### config.mk
export PLATFORM = sky130hd
export DESIGN_NAME = mem_access_unit_flat
export DESIGN_NICKNAME = d
export VERILOG_FILES = /design/src/rtl/mem_access_unit_if.sv /design/src/rtl/mem_access_unit.sv /design/src/flat_wrapper.sv
export SDC_FILE = /design/constraint.sdc
export NUM_CORES = 1
export LEC_CHECK = 0
export BUFFER_PORTS_ARGS = -buffer_cell sky130_fd_sc_hd__buf_2
export CORE_ASPECT_RATIO = 0.7
export CORE_MARGIN = 2
export CORE_UTILIZATION = 51
export CTS_CLUSTER_DIAMETER = 120
export DETAILED_ROUTE_END_ITERATION = 8
export HOLD_SLACK_MARGIN = 0.12
export PLACE_DENSITY = 0.81
export SLEW_MARGIN = 20
export SYNTH_ARGS = -nofsm -noshare
export SYNTH_HDL_FRONTEND = slang
export SYNTH_SLANG_ARGS = --single-unit
### constraint.sdc
create_clock -name clk -period 3.34 [get_ports clk]
set_input_delay 0.167 -clock clk [delete_from_list [all_inputs] [get_ports clk]]
set_output_delay 0.167 -clock clk [all_outputs]
set_load 0.005 [all_outputs]
### src/rtl/mem_access_unit_if.sv
// Bundles for mem_access_unit: the execute-stage request/response channel and
// the word-wide data-memory port.
interface mem_access_unit_req_if;
  logic        req_valid;
  logic        req_ready;
  logic        req_write;
  logic [1:0]  req_size;
  logic        req_signed;
  logic [31:0] req_addr;
  logic [31:0] req_wdata;
  logic        resp_valid;
  logic [31:0] resp_rdata;
  logic        resp_err;

  modport master (
    output req_valid, req_write, req_size, req_signed, req_addr, req_wdata,
    input  req_ready, resp_valid, resp_rdata, resp_err
  );

  modport slave (
    input  req_valid, req_write, req_size, req_signed, req_addr, req_wdata,
    output req_ready, resp_valid, resp_rdata, resp_err
  );
endinterface

interface mem_access_unit_mem_if #(parameter int ADDR_W = 16);
  logic [ADDR_W-1:0] mem_address;
  logic              mem_read_signal;
  logic              mem_write_signal;
  logic [31:0]       mem_write_data;
  logic [31:0]       mem_read_data;

  modport master (
    output mem_address, mem_read_signal, mem_write_signal, mem_write_data,
    input  mem_read_data
  );

  modport slave (
    input  mem_address, mem_read_signal, mem_write_signal, mem_write_data,
    output mem_read_data
  );
endinterface

### src/rtl/mem_access_unit.sv
// Load/store initiator for a word-only data memory; sub-word stores use read-modify-write.
// Optional ACCESS_TRACE_EN prints one line per completed access.
module mem_access_unit #(
  parameter int ADDR_W = 16,
  parameter int RD_LAT = 1
) (
  input  logic                  clk,
  input  logic                  rst,
  mem_access_unit_req_if.slave  req,
  mem_access_unit_mem_if.master mem
);

  typedef enum logic [2:0] {
    IDLE   = 3'd0,
    RD     = 3'd1,
    RMW_RD = 3'd2,
    WR     = 3'd3,
    RESP   = 3'd4
  } state_t;

  localparam logic [2:0] RD_LAT_C = 3'(RD_LAT);

  state_t      state_r;
  logic [1:0]  size_r;
  logic [1:0]  lane_r;
  logic        signed_r;
  logic [31:0] wdata_r;
  logic [2:0]  rd_cnt_r;
  logic        req_err_s;
  logic        unused_s;

  assign req.req_ready = (state_r == IDLE);
  assign unused_s      = ^req.req_addr[31:ADDR_W+2];

  // Picks the addressed byte/half out of a word and extends it to 32 bits.
  function automatic logic [31:0] extract_load(input logic [31:0] word, input logic [1:0] size,
                                               input logic [1:0] lane, input logic sgn);
    logic [7:0]  b;
    logic [15:0] h;
    logic [31:0] r;
    case (lane)
      2'b00:   b = word[7:0];
      2'b01:   b = word[15:8];
      2'b10:   b = word[23:16];
      default: b = word[31:24];
    endcase
    h = lane[1] ? word[31:16] : word[15:0];
    case (size)
      2'b00:   r = {{24{sgn & b[7]}}, b};
      2'b01:   r = {{16{sgn & h[15]}}, h};
      default: r = word;
    endcase
    return r;
  endfunction

  // Overlays right-aligned store data onto the lanes it targets in the old word.
  function automatic logic [31:0] merge_store(input logic [31:0] word, input logic [31:0] wdata,
                                              input logic [1:0] size, input logic [1:0] lane);
    logic [31:0] r;
    r = word;
    if (size == 2'b00) begin
      case (lane)
        2'b00:   r[7:0]   = wdata[7:0];
        2'b01:   r[15:8]  = wdata[7:0];
        2'b10:   r[23:16] = wdata[7:0];
        default: r[31:24] = wdata[7:0];
      endcase
    end else if (lane[1]) begin
      r[31:16] = wdata[15:0];
    end else begin
      r[15:0] = wdata[15:0];
    end
    return r;
  endfunction

  // Flags reserved sizes and accesses not aligned to their own size.
  always_comb begin
    req_err_s = 1'b0;
    case (req.req_size)
      2'b00:   req_err_s = 1'b0;
      2'b01:   req_err_s = req.req_addr[0];
      2'b10:   req_err_s = (req.req_addr[1:0] != 2'b00);
      default: req_err_s = 1'b1;
    endcase
  end

  // Access sequencer: owns state, latched request and every registered output.
  always_ff @(posedge clk or posedge rst) begin
    if (rst) begin
      state_r              <= IDLE;
      size_r               <= 2'b00;
      lane_r               <= 2'b00;
      signed_r             <= 1'b0;
      wdata_r              <= 32'h0;
      rd_cnt_r             <= 3'd0;
      mem.mem_address      <= '0;
      mem.mem_read_signal  <= 1'b0;
      mem.mem_write_signal <= 1'b0;
      mem.mem_write_data   <= 32'h0;
      req.resp_valid       <= 1'b0;
      req.resp_rdata       <= 32'h0;
      req.resp_err         <= 1'b0;
    end else begin
      case (state_r)
        IDLE: begin
          if (req.req_valid) begin
            size_r          <= req.req_size;
            lane_r          <= req.req_addr[1:0];
            signed_r        <= req.req_signed;
            wdata_r         <= req.req_wdata;
            rd_cnt_r        <= 3'd1;
            mem.mem_address <= req.req_addr[ADDR_W+1:2];
            if (req_err_s) begin
              state_r        <= RESP;
              req.resp_valid <= 1'b1;
              req.resp_err   <= 1'b1;
              req.resp_rdata <= 32'h0;
            end else if (!req.req_write) begin
              state_r             <= RD;
              mem.mem_read_signal <= 1'b1;
            end else if (req.req_size == 2'b10) begin
              state_r              <= WR;
              mem.mem_write_signal <= 1'b1;
              mem.mem_write_data   <= req.req_wdata;
            end else begin
              state_r             <= RMW_RD;
              mem.mem_read_signal <= 1'b1;
            end
          end else begin
            state_r <= IDLE;
          end
        end
        RD, RMW_RD: begin
          // Read data is only valid in the final strobe cycle.
          if (rd_cnt_r == RD_LAT_C) begin
            mem.mem_read_signal <= 1'b0;
            if (state_r == RD) begin
              state_r        <= RESP;
              req.resp_valid <= 1'b1;
              req.resp_err   <= 1'b0;
              req.resp_rdata <= extract_load(mem.mem_read_data, size_r, lane_r, signed_r);
            end else begin
              state_r              <= WR;
              mem.mem_write_signal <= 1'b1;
              mem.mem_write_data   <= merge_store(mem.mem_read_data, wdata_r, size_r, lane_r);
            end
          end else begin
            rd_cnt_r <= rd_cnt_r + 3'd1;
          end
        end
        WR: begin
          mem.mem_write_signal <= 1'b0;
          state_r              <= RESP;
          req.resp_valid       <= 1'b1;
          req.resp_err         <= 1'b0;
          req.resp_rdata       <= 32'h0;
        end
        RESP: begin
          state_r        <= IDLE;
          req.resp_valid <= 1'b0;
          req.resp_err   <= 1'b0;
          req.resp_rdata <= 32'h0;
        end
        default: begin
          state_r              <= IDLE;
          mem.mem_read_signal  <= 1'b0;
          mem.mem_write_signal <= 1'b0;
          req.resp_valid       <= 1'b0;
          req.resp_err         <= 1'b0;
          req.resp_rdata       <= 32'h0;
        end
      endcase
    end
  end

`ifdef ACCESS_TRACE_EN
  logic [31:0] trace_addr_r;
  logic        trace_write_r;
  logic [1:0]  trace_size_r;

  // Keeps the accepted request's descriptor for the trace line.
  always_ff @(posedge clk or posedge rst) begin
    if (rst) begin
      trace_addr_r  <= 32'h0;
      trace_write_r <= 1'b0;
      trace_size_r  <= 2'b00;
    end else if ((state_r == IDLE) && req.req_valid) begin
      trace_addr_r  <= req.req_addr;
      trace_write_r <= req.req_write;
      trace_size_r  <= req.req_size;
    end else begin
      trace_addr_r  <= trace_addr_r;
      trace_write_r <= trace_write_r;
      trace_size_r  <= trace_size_r;
    end
  end

  // Emits one line per completed access.
  always @(posedge clk) begin
    if (req.resp_valid) begin
      $display("mau %s size=%0d addr=0x%08h data=%0d err=%0b",
               trace_write_r ? "store" : "load", trace_size_r, trace_addr_r,
               trace_write_r ? wdata_r : req.resp_rdata, req.resp_err);
    end
  end
`else
`endif

endmodule

### src/flat_wrapper.sv
// flat-port wrapper written by rule: the top's interface ports become plain ports
module mem_access_unit_flat 
#(
  parameter int ADDR_W = 16,
  parameter int RD_LAT = 1
)
  (clk, rst, req_req_valid, req_req_write, req_req_size, req_req_signed, req_req_addr, req_req_wdata, req_req_ready, req_resp_valid, req_resp_rdata, req_resp_err, mem_mem_address, mem_mem_read_signal, mem_mem_write_signal, mem_mem_write_data, mem_mem_read_data);
  mem_access_unit_req_if req_i ();
  mem_access_unit_mem_if #(.ADDR_W(ADDR_W)) mem_i ();
  input  logic clk;
  input  logic rst;
  input wire logic [$bits(req_i.req_valid)-1:0] req_req_valid;
  input wire logic [$bits(req_i.req_write)-1:0] req_req_write;
  input wire logic [$bits(req_i.req_size)-1:0] req_req_size;
  input wire logic [$bits(req_i.req_signed)-1:0] req_req_signed;
  input wire logic [$bits(req_i.req_addr)-1:0] req_req_addr;
  input wire logic [$bits(req_i.req_wdata)-1:0] req_req_wdata;
  output wire logic [$bits(req_i.req_ready)-1:0] req_req_ready;
  output wire logic [$bits(req_i.resp_valid)-1:0] req_resp_valid;
  output wire logic [$bits(req_i.resp_rdata)-1:0] req_resp_rdata;
  output wire logic [$bits(req_i.resp_err)-1:0] req_resp_err;
  output wire logic [$bits(mem_i.mem_address)-1:0] mem_mem_address;
  output wire logic [$bits(mem_i.mem_read_signal)-1:0] mem_mem_read_signal;
  output wire logic [$bits(mem_i.mem_write_signal)-1:0] mem_mem_write_signal;
  output wire logic [$bits(mem_i.mem_write_data)-1:0] mem_mem_write_data;
  input wire logic [$bits(mem_i.mem_read_data)-1:0] mem_mem_read_data;
  assign req_i.req_valid = req_req_valid;
  assign req_i.req_write = req_req_write;
  assign req_i.req_size = req_req_size;
  assign req_i.req_signed = req_req_signed;
  assign req_i.req_addr = req_req_addr;
  assign req_i.req_wdata = req_req_wdata;
  assign req_req_ready = req_i.req_ready;
  assign req_resp_valid = req_i.resp_valid;
  assign req_resp_rdata = req_i.resp_rdata;
  assign req_resp_err = req_i.resp_err;
  assign mem_mem_address = mem_i.mem_address;
  assign mem_mem_read_signal = mem_i.mem_read_signal;
  assign mem_mem_write_signal = mem_i.mem_write_signal;
  assign mem_mem_write_data = mem_i.mem_write_data;
  assign mem_i.mem_read_data = mem_mem_read_data;
  mem_access_unit #(.ADDR_W(ADDR_W), .RD_LAT(RD_LAT)) u_core (.clk(clk), .rst(rst), .req(req_i), .mem(mem_i));
endmodule
==> impl_metrics.env <==
export IMPL_status="finished, final reports clean"
export IMPL_synth_largest_area_cell="dfrtp_1"
export IMPL_num_rows=32
export IMPL_yosysWarnings=0
export IMPL_die_area_um2=12080
export IMPL_core_um2=10970
export IMPL_slew_viol_final=0
export IMPL_finalCriticalPeriod_ps=2472
export IMPL_vdd_drop_max_mv=0.5063
export IMPL_yosys_register_bits=111
export IMPL_r2r_end="u_core.req.resp_rdata[24]"
export IMPL_synth_ff_type="dfrtp_1"
export IMPL_dpl_cell_area_um2=6669
export IMPL_start_kind="register"
export IMPL_setup_viol=0
export IMPL_grt_max_degree=66
export IMPL_vias=5166
export IMPL_firstDrtPassIters=5
export IMPL_p_per_area_nw_per_um2=945.2
export IMPL_rsz0062_at_grt="false"
export IMPL_path_delay_family="compound AO/OA/AOI/OAI gates"
export IMPL_cp_max_fo=32
export IMPL_path_class="reg2reg"
export IMPL_synth_async_reset_ratio=1.000
export IMPL_fin_crit_sh=0.7403
export IMPL_antenna_found_initial=0
export IMPL_final_cell_mix="173 x buf_2, 111 x dfrtp_1, 57 x o21ai_0"
export IMPL_cpMaxStageDelayCell="a21oi_4"
export IMPL_wire_per_inst_um=18.43
export IMPL_ios=188
export IMPL_drtAntennaViolNets=0
export IMPL_synth_distinct_cells=45
export IMPL_finalHoldViolCount=0
export IMPL_final_nets=847
export IMPL_htree_levels=3
export IMPL_clk_latency_ps=350
export IMPL_postSynthCellCount=558
export IMPL_slowest_delay_ps=680
export IMPL_synth_edf_count=0
export IMPL_cap_violations=0
export IMPL_drive_gt1_frac=0.3360
export IMPL_r2r_start="u_core.state_r[1]"
export IMPL_hpwl_mm=11.90
export IMPL_synth_top_cell_area_share=0.4862
export IMPL_cts_buffers=9
export IMPL_tightest_slew_ps=880.3
export IMPL_final_common_cell="buf_2"
export IMPL_io_buffers=173
export IMPL_crit_cells=6
export IMPL_cp_arrival_ps=2760
export IMPL_diodes=0
export IMPL_syn_num_nets=663
export IMPL_leakage_nw=3.596
export IMPL_fin_area_um2=7320
export IMPL_yosysSeqAreaShare=0.4862
export IMPL_hp_class="in2reg"
export IMPL_synth_avg_cell_area_um2=10.24
export IMPL_tritoncts="built"
export IMPL_cts_setup_buffers=0
export IMPL_cp_startpoint="u_core.state_r[1]"
export IMPL_drc_errors=0
export IMPL_area_delta_synth_final_pct=28.12
export IMPL_crit_chain="nand2b_1 > a21oi_4 > o221ai_2 > buf_4 > a21oi_1 > mux2_2"
export IMPL_viasPerCell=5.740
export IMPL_place_congestion=0.9433
export IMPL_clkSlewWorstSetupHoldPaths_ps=70
export IMPL_clock_skew_ps=5.257
export IMPL_dieWidth_um=130.5
export IMPL_grt_ovfl_total=0
export IMPL_cts_root_buffer="clkbuf_16"
export IMPL_r2r_setup_slack_ps=870
export IMPL_grt_pass1_wl_mm=25.50
export IMPL_slew_headroom=0.4086
export IMPL_worst_ep_required_time_ps=3630
export IMPL_end_kind="register"
export IMPL_max_clock_path_buffers=2
export IMPL_netlist_area_um2=5713
export IMPL_reg2regPathDepth=6
export IMPL_tns_ps=0
export IMPL_clock_sinks=111
export IMPL_grt_use_total=0.2758
export IMPL_start_util=0.5208
export IMPL_yosys_top_cells_area="dfrtp_1 49%, mux2_2 8.7%, o21ai_0 5.0%"
export IMPL_cp_num_buf_inv=1
export IMPL_grt_pass1_vias=4769
export IMPL_critPathCapture="u_core.req.resp_rdata[24]"
export IMPL_drt_iter0_markers=363
export IMPL_drt_wl_total_mm=16.59
export IMPL_floorplan_die_height_um=92.55
export IMPL_fmax_mhz=404.5
metrics by stage:
step / hold WS [ps] / power (W) / setup slack [ps] / utilization / instances
floorplan: 283.8 / 0.004654 / 242.3 / - / 558
global placement: 300.9 / 0.005646 / 1016 / 0.6079 / 848
detailed placement: 319.6 / 0.005793 / 938.5 / 0.6079 / 848
CTS: 121.8 / 0.006897 / 929.9 / 0.6672 / 900
global route: 159.6 / 0.007390 / 707.2 / 0.6672 / 900
finish: 132.1 / 0.006918 / 867.5 / 0.6672 / 900
repair_timing:
item,CTS,global route
hold buffers,36,0
gates resized for setup,0,0
hold endpoints to repair,87,0
tightest hold or removal path, cell delays in order:
cell and delay (ps):
buf_2 110, inv_1 60, o21ai_0 90
metal layers:
metal | up-vias | global-route usage | wire length, um
li1 | 2412 | - | -
met1 | 2500 | 0.4098 | 7685
met2 | 239 | 0.4136 | 7276
met3 | 15 | 0.06701 | 1456
met4 | 0 | 0.05496 | 170
met5 | - | 0 | 0
final cells by class:
class | instances | area [um2]
repair buffers | 219 | 1301
clock inverters | 5 | 57.56
well taps | 153 | 191.4
clock buffers | 11 | 232.7
flip-flops and latches | 111 | 2778
multi-input cells | 391 | 2719
fillers | 875 | 3651
inverters | 10 | 40.04
flip-flops by register name (all words and copies together), names as in the netlist, 2 cells and up:
| register | count |
|---|---|
| u_core.rd_cnt_r | 3 |
| u_core.mem.mem_write_data | 32 |
| u_core.state_r | 3 |
| u_core.req.resp_rdata | 32 |
| u_core.wdata_r | 16 |
| u_core.lane_r | 2 |
| u_core.size_r | 2 |
| u_core.mem.mem_address | 16 |
cells in the mapped netlist (2+ instances only):
| master | count |
|---|---|
| buf_1 | 5 |
| o21bai_1 | 3 |
| ha_1 | 2 |
| a211oi_1 | 16 |
| inv_1 | 10 |
| o21ai_4 | 2 |
| o211ai_1 | 4 |
| mux2i_1 | 23 |
| a31oi_1 | 4 |
| nand2_1 | 56 |
| nor2_1 | 35 |
| a21o_1 | 19 |
| nand2b_1 | 5 |
| o22ai_1 | 2 |
| a22o_1 | 3 |
| buf_6 | 2 |
| mux2_2 | 44 |
| o2bb2ai_1 | 2 |
| a221o_1 | 7 |
| o221ai_1 | 4 |
| a211o_1 | 6 |
| dfrtp_1 | 111 |
| buf_2 | 18 |
| o21a_1 | 8 |
| nor3_1 | 7 |
| o21ai_0 | 57 |
| nor2b_1 | 17 |
| o31ai_1 | 26 |
| a221oi_1 | 8 |
| clkbuf_1 | 21 |
| a21oi_1 | 17 |
power by group:
group	switching [W]	leakage, nW	internal (W)
sequential	0.000552	1.40	0.00198
combinational	0.00183	2.05	0.00149
clock	0.000475	0.144	0.000584
total	0.00286	3.60	0.00406
kinds of logic after synthesis:
| kind of cell | count (synthesis) | synth area share |
|---|---|---|
| DFF | 111 | 0.4862 |
| AOI/OAI and AO/OA | 196 | 0.2372 |
| muxes | 68 | 0.1310 |
| adders and majority gates | 2 | 0.004380 |
| buffers and inverters | 56 | 0.04337 |
| and+or+nand+nor | 125 | 0.09790 |
worst min path at each step:
stage	slack [ps]	to	depth (start not counted)	from
2_1_floorplan	280	u_core.lane_r[0]	2	req_req_addr[0]
5_1_grt	160	u_core.mem.mem_write_data[24]	3	req_req_wdata[24]
4_1_cts	120	u_core.state_r[1]	3	req_req_write
3_5_place_dp	320	u_core.mem.mem_write_data[24]	2	rst
6_report	130	u_core.state_r[1]	3	req_req_write
3_3_place_gp	300	u_core.mem.mem_address[14]	2	rst
Power figures use the tool's default switching activity.
